[config.mk]
export PLATFORM = sky130hd
export DESIGN_NAME = seq_gen_tx
export DESIGN_NICKNAME = d
export VERILOG_FILES = /design/src/rtl/seq_gen_tx.sv
export SDC_FILE = /design/constraint.sdc
export NUM_CORES = 1
export LEC_CHECK = 0
export BUFFER_PORTS_ARGS = -buffer_cell sky130_fd_sc_hd__buf_2
export CAP_MARGIN = 15
export CORE_MARGIN = 2
export CORE_UTILIZATION = 41
export DETAILED_ROUTE_END_ITERATION = 8
export SYNTH_ARGS = -nofsm -noshare
export SYNTH_HDL_FRONTEND = slang
export SYNTH_SLANG_ARGS = --single-unit
[constraint.sdc]
create_clock -name clk -period 2 [get_ports clk]
set_input_delay 0.1 -clock clk [delete_from_list [all_inputs] [get_ports clk]]
set_output_delay 0.1 -clock clk [all_outputs]
set_load 0.02 [all_outputs]
[src/rtl/seq_gen_tx.sv]
// Serial word transmitter: shifts a latched WIDTH-bit word out MSB-first, repeated with zero gaps.
// Optional even-parity bit per word when SEQ_GEN_TX_PARITY_EN is defined.
module seq_gen_tx #(
  parameter int              WIDTH   = 6,
  parameter logic [WIDTH-1:0] PATTERN = 6'b101011,
  parameter int              GAP_LEN = 2
) (
  input  logic             clk,
  input  logic             reset,
  input  logic             start,
  input  logic             use_pat,
  input  logic [WIDTH-1:0] data_i,
  input  logic [3:0]       rep,
  output logic             dout,
  output logic             valid,
  output logic             busy,
  output logic             done,
  output logic [3:0]       word_cnt
);

  typedef enum logic [1:0] {IDLE, SHIFT, GAP, DONE} state_t;

`ifdef SEQ_GEN_TX_PARITY_EN
  localparam logic [4:0] LAST_BIT = 5'(WIDTH);
`else
  localparam logic [4:0] LAST_BIT = 5'(WIDTH - 1);
`endif
  localparam logic [3:0] GAP_LAST = (GAP_LEN == 0) ? 4'd0 : 4'(GAP_LEN - 1);

  state_t           state_q, state_d;
  logic [WIDTH-1:0] shreg, word_q;
  logic [3:0]       reps_q;
  logic [4:0]       bit_cnt;
  logic [3:0]       gap_cnt;
  logic             load, reload, word_end, more_words, out_bit;
  logic [WIDTH-1:0] word_in;

  assign word_in    = use_pat ? PATTERN : data_i;
  assign more_words = ({1'b0, word_cnt} + 5'd1) < {1'b0, reps_q};

`ifdef SEQ_GEN_TX_PARITY_EN
  assign out_bit = (bit_cnt == 5'(WIDTH)) ? ^word_q : shreg[WIDTH-1];
`else
  assign out_bit = shreg[WIDTH-1];
`endif

  always_ff @(posedge clk or posedge reset) begin
    if (reset) state_q <= IDLE;
    else       state_q <= state_d;
  end

  always_comb begin
    state_d  = state_q;
    dout     = 1'b0;
    valid    = 1'b0;
    busy     = 1'b1;
    done     = 1'b0;
    load     = 1'b0;
    reload   = 1'b0;
    word_end = 1'b0;
    case (state_q)
      IDLE: begin
        busy = 1'b0;
        if (start) begin
          load    = 1'b1;
          state_d = SHIFT;
        end
      end
      SHIFT: begin
        dout  = out_bit;
        valid = 1'b1;
        if (bit_cnt == LAST_BIT) begin
          word_end = 1'b1;
          if (!more_words) begin
            state_d = DONE;
          end else if (GAP_LEN == 0) begin
            reload  = 1'b1;
            state_d = SHIFT;
          end else begin
            state_d = GAP;
          end
        end
      end
      GAP: begin
        if (gap_cnt == GAP_LAST) begin
          reload  = 1'b1;
          state_d = SHIFT;
        end
      end
      DONE: begin
        done    = 1'b1;
        state_d = IDLE;
      end
      default: state_d = IDLE;
    endcase
  end

  // Datapath: the word is captured once per burst; every repeat reloads from that copy.
  always_ff @(posedge clk or posedge reset) begin
    if (reset) begin
      shreg    <= '0;
      word_q   <= '0;
      reps_q   <= '0;
      bit_cnt  <= '0;
      gap_cnt  <= '0;
      word_cnt <= '0;
    end else begin
      if (load) begin
        word_q   <= word_in;
        shreg    <= word_in;
        reps_q   <= (rep == 4'd0) ? 4'd1 : rep;
        bit_cnt  <= '0;
        word_cnt <= '0;
      end else if (reload) begin
        shreg <= word_q;
      end else if (state_q == SHIFT) begin
        shreg <= {shreg[WIDTH-2:0], 1'b0};
      end

      if (state_q == SHIFT) begin
        bit_cnt <= word_end ? 5'd0 : bit_cnt + 5'd1;
        if (word_end) word_cnt <= word_cnt + 4'd1;
      end

      gap_cnt <= (state_q == GAP) ? gap_cnt + 4'd1 : 4'd0;
    end
  end

endmodule

# Word level (Yosys, flattened, before mapping)
# Index checks and enable logic that the tools add are counted.
# op_classes
n_addsub,4
n_mul,0
div,0
order_cmp,1
eq_ne,8
shift,0
n_mux,27
bitwise,0
n_reduce_logical,5
# op_table
op,n
2-to-1 mux 6 bit,4
2-to-1 mux 4 bit,5
2-to-1 mux 5 bit,3
2-to-1 mux 1 bit,11
"adder 4 x 1 -> 4 bit, second input constant",2
case mux 2 bit (4 select lines),1
2-to-1 mux 2 bit,3
"!= test 2 bit, second input constant",3
"adder 4 x 1 -> 5 bit, second input constant",1
"adder 5 x 1 -> 5 bit, second input constant",1
"== test 5 x 3 -> 1 bit, second input constant",1
< comparator 5 x 4 -> 1 bit,1
"== test 2 bit, second input constant",2
"== test 4 x 1 -> 1 bit, second input constant",1
zero test 4 bit,1
AND reduction 3 bit,1
nonzero test 3 bit,1
"== test 2 x 1 -> 1 bit, second input constant",1
zero test 2 bit,1
nonzero test 2 bit,1
# totals
reg_bits,31
latchBits,0
ramBits,0
mem_bits_ro,0
in_bits,14
out_inout_bits,8
memories,0

# Depth between registers and ports, before layout
# Gate-level depths: netlist of the first run.
# depth
word_depth,5
ltp_mapped,6
depth_no_buf,6

# Worst setup path after synthesis of the first run
# No wires, ideal clock.
# synth_timing
path_kind,flip-flop to flip-flop
start,register word_cnt[0]
end,register state_q[0]
arrival_ns,1.712
required_ns,1.874
slack_ns,0.162
path_stages_with_launch,7
period_less_slack_ns,1.838
cell_sequence,dfrtp_1 > ha_1 > ha_1 > a21boi_0 > o21ai_0 > nand2b_1 > a311o_1
# synth_between
elab_chain_len,5
# synth_rtl
item,line,source
start: declaration,18,output logic [3:0] word_cnt
start signal: assignment,122,if (word_end) word_cnt <= word_cnt + 4'd1;
adder 4 x 1 -> 5 bit,39,"assign more_words = ({1'b0, word_cnt} + 5'd1) < {1'b0, reps_q};"
< comparator 5 x 4 -> 1 bit,39,
2-to-1 mux 1 bit,74,if (!more_words) begin
2-to-1 mux 2 bit,72,if (bit_cnt == LAST_BIT) begin
case mux 2 bit (4 select lines),61,case (state_q)
end signal: assignment,49,else state_q <= state_d;
end: declaration,30,"state_t state_q, state_d;"
# No other way between the ends. The select of a mux whose other input is x is not followed.
# A chain may end at the register's enable or synchronous reset.

# Worst setup path after layout of the first run
# Same ends and word-level chain as after synthesis.

==> reports/metrics.yaml, run 1 <==
worst_setup_path:
  cpPeakStageDelay_ns: 0.43
  r2r_start: "word_cnt[0]$_DFF_PP0_"
  worst-path-buf-inv: 0
  cp_data_arrival_time_ns: 2.01
  worstPathMaxFanout: 6
  r2r_setup_slack_ns: 0.15
  crit_type: "reg2reg"
  path_delay_family: "adder cells"
  r2r_cells: 6
  path_common_cell: "ha_1"
  cp-start-kind: "flop"
  regToRegEndpoint: "state_q[0]$_DFFE_PP0P_"
  required_ns: 2.16
  worst_path_max_delay_cell: "dfrtp_1"
  path_cells: "ha_1 > ha_1 > a21boi_0 > o21ai_0 > nand2b_1 > a311o_1"
  end_kind: "flop"
floorplanning:
  initial_core_util_pct: 43.23
  die_h_um: 66.60
  pin_count: 22
  die_area_um2: 4435
  design.core.area_um2: 3716
  num_rows: 22
  die_w_um: 66.60
layout:
  syn2layout_area_growth_pct: 16.20
  drive_gt1_share_pct: 19.69
  diodes: 0
  nNetsFinal: 215
  fillers: 364
  final_area_um2: 1867
  fin_util_pct: 50.24
logic_synthesis:
  ys_types: 38
  synth_seq_cells: 31
  synth_flop_cell: "dfrtp_1"
  ys_seq_area_share_pct: 48.29
  synth_top_area_cell: "dfrtp_1"
  syn_area_um2: 1607
  async_flop_share_pct: 100.0
  synth_edf_count: 0
  netlist_top_cells_area: "dfrtp_1 48%, ha_1 6.2%, nor2_1 5.4%, nand2_1 4.4%, inv_1 2.6%"
  yosys_warnings: 0
  netlist_instances: 165
  synth_top_area_share_pct: 48.29
  syn_area_per_cell_um2: 9.737
  syn_nets: 187
sta:
  period_needed_ns: 1.852
  slew-limit-headroom_pct: 70.17
  maxSlewViolCount: 0
  fin_worst_skew_ns: 0.006906
  worst_pin_slew_ns: 0.4475
  rsz0062_at_grt: "false"
  max_freq_mhz: 540.0
  fin_tns_setup_ns: 0
  fin_crit_sh_pct: 92.60
  final_hold_viol_count: 0
  setup_viol: 0
placed_design:
  gp_congestion: 0.8502
  placed_area_um2: 1769
  place_hpwl_mm: 2.192
  io_buffers: 21
pwr:
  ir_drop_uv: 511.8
  p_leak_nw: 0.9174
  power.density_nw_per_um2: 1246
routing:
  drtPass1Iterations: 4
  routedWlPerCell_um: 12.57
  drt_iter0_markers: 43
  antenna_left: 0
  avgViaCountPerCell: 4.942
  drc: 0
  routed_wirelength_mm: 3.030
  vias: 1191
clock_network:
  cts_max_level: 2
  post_cts_buffers: 0
  clkLatencyLatePin_ns: 0.27
  clkTransAtPathRegs_ns: 0.06
  cts_buffers: 5
  cts_root_buf: "clkbuf_8"
  cts.sinks: 31
  clock_path_buffers: 2
  cts_tree: "yes"
flow_run:
  max_cap_viol_count: 0
global_routing:
  antenna_found_initial: 0
  grt_max_degree: 32
  overflow: 0
  grt_first_pass_wirelength_mm: 5.423
  first_global_vias: 1190
  track_usage_pct: 16.49
min_path:
  worstHoldStart: "rep[1]"
  hold_path.class: "in2reg"
  hold_end: "reps_q[1]$_DFFE_PP0P_"
  hold_depth: 3
outcome:
  status: "complete, no violations"
==> timing repair <==
| item | in CTS | in global routing |
|---|---|---|
| resized for setup | 0 | 0 |
| hold endpoints to repair | 31 | 0 |
| hold buffers | 1 | 0 |
==> tightest hold or removal path, stage by stage <==
cell and delay (ns):
buf_2 0.09, nand2_1 0.04, o21ai_1 0.06
==> power breakdown <==
part | total (mW) | switching, mW | internal (mW) | leakage (nW)
clock | 0.488 | 0.219 | 0.269 | 0.0470
combinational | 0.858 | 0.490 | 0.368 | 0.482
sequential | 0.979 | 0.143 | 0.837 | 0.388
==> through the flow <==
step / total power, mW / setup slack [ns] / hold WS [ns] / cells
3_3_place_gp: 1.832 / 0.2187 / 0.2029 / 233
2_1_floorplan: 1.625 / 0.1618 / 0.2035 / 165
4_1_cts: 2.358 / 0.1514 / 0.03928 / 241
6_report: 2.325 / 0.1481 / 0.04973 / 241
5_1_grt: 2.553 / 0.03736 / 0.05750 / 241
3_5_place_dp: 1.858 / 0.1590 / 0.2045 / 233
==> registers in the layout, indices dropped and copies added, names as in the netlist <==
register	cells
gap_cnt	4
word_cnt	4
state_q	2
reps_q	4
word_q	6
bit_cnt	5
shreg	6
==> placed cells by master (no fill, tap or decap), drive strengths merged, types with 3 or more instances in the layout <==
cell type and instances:
dfrtp 31, nor2 23, buf 23, nand2 20, inv 11, o21ai 10, nand3 8, ha 8
nor3 7, clkbuf 6, nand2b 4, a21o 4, nor2b 4, and2 3, mux2i 3, o41ai 3
==> layout make-up <==
cell class | instances | area [um^2] | area share, %
Clock inverter | 1 | 5.005 | 0.2681
Multi-Input combinational cell | 120 | 772.0 | 41.35
Clock buffer | 6 | 82.58 | 4.424
Timing Repair Buffer | 24 | 130.1 | 6.971
Inverter | 11 | 41.29 | 2.212
Tap cell | 48 | 60.06 | 3.217
Sequential cell | 31 | 775.7 | 41.55
==> routing by layer <==
metal / routed length (um) / part of all wire, % / global-route usage [%] / vias to the layer above
met1: 1541 / 51 / 21.95 / 548
li1: - / - / - / 620
met3: 118 / 3.9 / 5.068 / 2
met5: 0 / 0 / 0 / -
met2: 1341 / 44 / 25.12 / 21
met4: 29 / 0.96 / 6.122 / 0
==> cells in the mapped netlist (2+ instances only) <==
cell type and instances:
o21ai_0 7, a21o_1 4, inv_1 11, a221oi_1 2, a21oi_1 2, nand2b_1 4
xnor2_1 2, mux2i_1 3, and2_1 3, nor3_1 7, nand3_1 8, o21ai_1 3
and3_1 2, xor2_1 2, nor2_1 23, ha_1 8, o41ai_1 2, nor2b_1 3
dfrtp_1 31, buf_2 2, nand2_1 19
==> how the worst max path moves through the flow <==
stage	start	cells after the start	slack, ns	end
2_1_floorplan	word_cnt[0]$_DFF_PP0_	6	0.16	state_q[0]$_DFFE_PP0P_
3_3_place_gp	word_cnt[0]$_DFF_PP0_	6	0.22	state_q[0]$_DFFE_PP0P_
3_5_place_dp	word_cnt[0]$_DFF_PP0_	6	0.16	state_q[0]$_DFFE_PP0P_
4_1_cts	word_cnt[0]$_DFF_PP0_	6	0.15	state_q[0]$_DFFE_PP0P_
5_1_grt	word_cnt[0]$_DFF_PP0_	6	0.04	state_q[0]$_DFFE_PP0P_
6_report	word_cnt[0]$_DFF_PP0_	6	0.15	state_q[0]$_DFFE_PP0P_
==> logic make-up (layout without fill, tap and decap cells) <==
family                   Yosys count  in the layout  share of synthesized area, %
XOR/XNOR                           4              4                         2.181
AO/OA/AOI/OAI                     30             30                         14.57
flip-flops                        31             31                         48.29
multiplexers                       4              4                         2.570
adder cells (fa/ha/maj)            8              8                         6.231
buffers and inverters             14             42                         3.661
AND/OR/NAND/NOR                   74             74                         22.51
Note: power is estimated with default switching activity, not from simulation.
==> inputs of run 2 (changes only) <==
--- a/config.mk
+++ b/config.mk
@@ -5,6 +5,7 @@
 export SDC_FILE = /design/constraint.sdc
 export NUM_CORES = 1
 export LEC_CHECK = 0
+export ABC_AREA = 1
 export BUFFER_PORTS_ARGS = -buffer_cell sky130_fd_sc_hd__buf_2
 export CAP_MARGIN = 15
 export CORE_MARGIN = 2
==> reports/metrics.yaml, run 2 <==
worst_setup_path:
  crit_start: "word_cnt[0]$_DFF_PP0_"
  r2r_start: "word_cnt[0]$_DFF_PP0_"
  cpPeakStageDelay_ns: 0.43  # about the same
  path_cells: "ha_1 > xor2_1 > ha_1 > a21o_1 > nand3_1 > nand4_1 > nand2_1 > nand2_1"
  cp_data_arrival_time_ns: 1.84  # -0.17 ns
  r2r_cells: 8  # +2
  path_delay_family: "adder cells"
  r2r_setup_slack_ns: 0.34  # +0.19 ns
  path_depth: 8  # +2
  crit_end: "state_q[0]$_DFFE_PP0P_"
  end_kind: "flop"
  regToRegEndpoint: "state_q[0]$_DFFE_PP0P_"
  worst_path_max_delay_cell: "dfrtp_1"
  cp-start-kind: "flop"
  crit_type: "reg2reg"
  worstPathMaxFanout: 6  # unchanged
  required_ns: 2.18  # +0.02 ns
  worst-path-buf-inv: 0  # unchanged
logic_synthesis:
  synth_common_cells: "42 x nand2_1, 31 x dfrtp_1, 28 x inv_1"
  yosysMostFrequentCell: "nand2_1"
  syn_area_per_cell_um2: 8.593  # -12%
  synth_top_area_share_pct: 47.77  # -0.52 points
  ys_types: 24  # -37%
  syn_nets: 211  # +13%
  synth_edf_count: 0  # unchanged
  netlist_top_cells_area: "dfrtp_1 48%, nand2_1 9.7%, inv_1 6.5%, ha_1 6.2%, nand3_1 4.3%"
  syn_area_um2: 1624  # +1.1%
  ys_seq_area_share_pct: 47.77  # -0.52 points
  synth_top_area_cell: "dfrtp_1"
  yosys_warnings: 0  # unchanged
  synth_flop_cell: "dfrtp_1"
  netlist_instances: 189  # +15%
  async_flop_share_pct: 100.0  # unchanged
  synth_seq_cells: 31  # unchanged
clock_network:
  cts_tree: "yes"
  cts_buffers: 5  # unchanged
  clock_path_buffers: 2  # unchanged
  cts_max_level: 2  # unchanged
  clkTransAtPathRegs_ns: 0.06  # about the same
  post_cts_buffers: 0  # unchanged
  cts.sinks: 31  # unchanged
  clkLatencyLatePin_ns: 0.29  # +0.02 ns
  cts_root_buf: "clkbuf_8"
global_routing:
  antenna_found_initial: 0  # unchanged
  overflow: 0  # unchanged
  track_usage_pct: 17.40  # +0.91 points
  grt_first_pass_wirelength_mm: 5.706  # +5.2%
  first_global_vias: 1279  # +7.5%
  grt_max_degree: 32  # unchanged
layout:
  diodes: 0  # unchanged
  top_regs: "shreg (6), word_q (6), bit_cnt (5)"
  syn2layout_area_growth_pct: 16.49
  layout_common_cells: "42 x nand2_1, 31 x dfrtp_1, 28 x inv_1"
  drive_gt1_share_pct: 18.72  # -0.97 points
  nNetsFinal: 240  # +12%
  multi_input_area_um2: 709.4  # -8.1%
  seq_area_um2: 775.7  # unchanged
  final_common_cell: "nand2_1"
  fillers: 375  # +3.0%
routing:
  drt_iter0_markers: 95  # +120%
  routed_wirelength_mm: 3.248  # +7.2%
  antenna_left: 0  # unchanged
  avgViaCountPerCell: 4.876  # -1.3%
  vias: 1302  # +9.3%
  routedWlPerCell_um: 12.16  # -3.2%
  drc: 0  # unchanged
  drtPass1Iterations: 4  # unchanged
pwr:
  p_leak_nw: 0.9860  # +7.5%
  power.density_nw_per_um2: 1253  # +0.61%
  ir_drop_uv: 613.4  # +20%
sta:
  rsz0062_at_grt: "false"
  fin_tns_setup_ns: 0  # unchanged
  fin_worst_skew_ns: 0.003398  # -0.003508 ns
  period_needed_ns: 1.664  # -0.1880 ns
  fin_crit_sh_pct: 83.20  # -9.4 points
  maxSlewViolCount: 0  # unchanged
  hold_slack_ns: 0.03962  # -0.01011 ns
  worst_pin_slew_ns: 0.4025  # -0.04492 ns
  final_hold_viol_count: 0  # unchanged
  slew-limit-headroom_pct: 73.16  # +3.0 points
  setup_viol: 0  # unchanged
  max_freq_mhz: 601.0  # +11%
floorplanning:
  die_w_um: 66.94  # +0.51%
  pin_count: 22  # unchanged
  die_h_um: 66.94  # +0.51%
  design.core.area_um2: 3744  # +0.74%
  initial_core_util_pct: 43.38  # +0.15 points
  die_area_um2: 4480  # +1.0%
  num_rows: 22  # unchanged
flow_run:
  max_cap_viol_count: 0  # unchanged
placed_design:
  io_buffers: 21  # unchanged
  gp_congestion: 0.8048  # -5.3%
  place_hpwl_mm: 2.306  # +5.2%
min_path:
  hold_path.class: "in2reg"
outcome:
  status: "complete, no violations"
run 2: kinds of logic after synthesis:
kind of cell / after synthesis / share of synthesized area, %
AND/OR/NAND/NOR: 84 / 24.42
buffers and inverters: 33 / 8.551
flip-flops: 31 / 47.77
AO/OA/AOI/OAI: 26 / 9.322
adder cells (fa/ha/maj): 8 / 6.164
XOR/XNOR: 7 / 3.775
run 2: worst min path at each step:
stage / startpoint / end / depth (start not counted) / slack, ns
CTS: rep[3] / reps_q[3]$_DFFE_PP0P_ / 3 / 0.04
finish: rep[3] / reps_q[3]$_DFFE_PP0P_ / 3 / 0.04
global route: rep[2] / reps_q[2]$_DFFE_PP0P_ / 3 / 0.05
detailed placement: reset / bit_cnt[2]$_DFFE_PP0P_ / 3 / 0.21
global placement: reset / bit_cnt[3]$_DFFE_PP0P_ / 3 / 0.21
floorplan: reset / bit_cnt[0]$_DFFE_PP0P_ / 1 / 0.20
run 2: layout make-up:
cell class	instances	area share, %
Clock buffer	8	5.291
Sequential cell	31	41.01
Inverter	31	6.151
Multi-Input combinational cell	125	37.50
Timing Repair Buffer	24	6.878
Tap cell	48	3.175
run 2: power breakdown:
group          switching (mW)  total (mW)  internal, mW
Sequential              0.135       0.980         0.845
Combinational           0.530       0.841         0.311
Clock                   0.237       0.550         0.314
run 2: worst min-delay path, delay by kind of cell:
family | cells | cell delay (ns)
AND/OR/NAND/NOR | 1 | 0.04
AO/OA/AOI/OAI | 1 | 0.06
buffers and inverters | 1 | 0.09
run 2: metal layers:
metal	up-vias	track usage, %	share of wire, %
met5	-	0	0
met4	0	9.439	2.5
met3	9	4.223	6.4
met2	47	27.75	43
met1	581	21.56	48
li1	665	-	-
run 2: repair_timing:
item | in CTS | in global routing
endpoints found under the hold margin | 31 | 0
gates resized for setup | 0 | 0
hold buffers | 1 | 0
run 2: per-stage QoR:
stage / power [mW] / util, % / std cells / setup slack [ns] / area [um^2]
3_3_place_gp: 1.834 / 47.59 / 258 / 0.3955 / 1782
5_1_grt: 2.601 / 50.53 / 267 / 0.2029 / 1892
4_1_cts: 2.403 / 50.53 / 267 / 0.3234 / 1892
3_5_place_dp: 1.846 / 47.59 / 258 / 0.3319 / 1782
2_1_floorplan: 1.626 / - / 189 / 0.3344 / 1624
6_report: 2.371 / 50.53 / 267 / 0.3361 / 1892
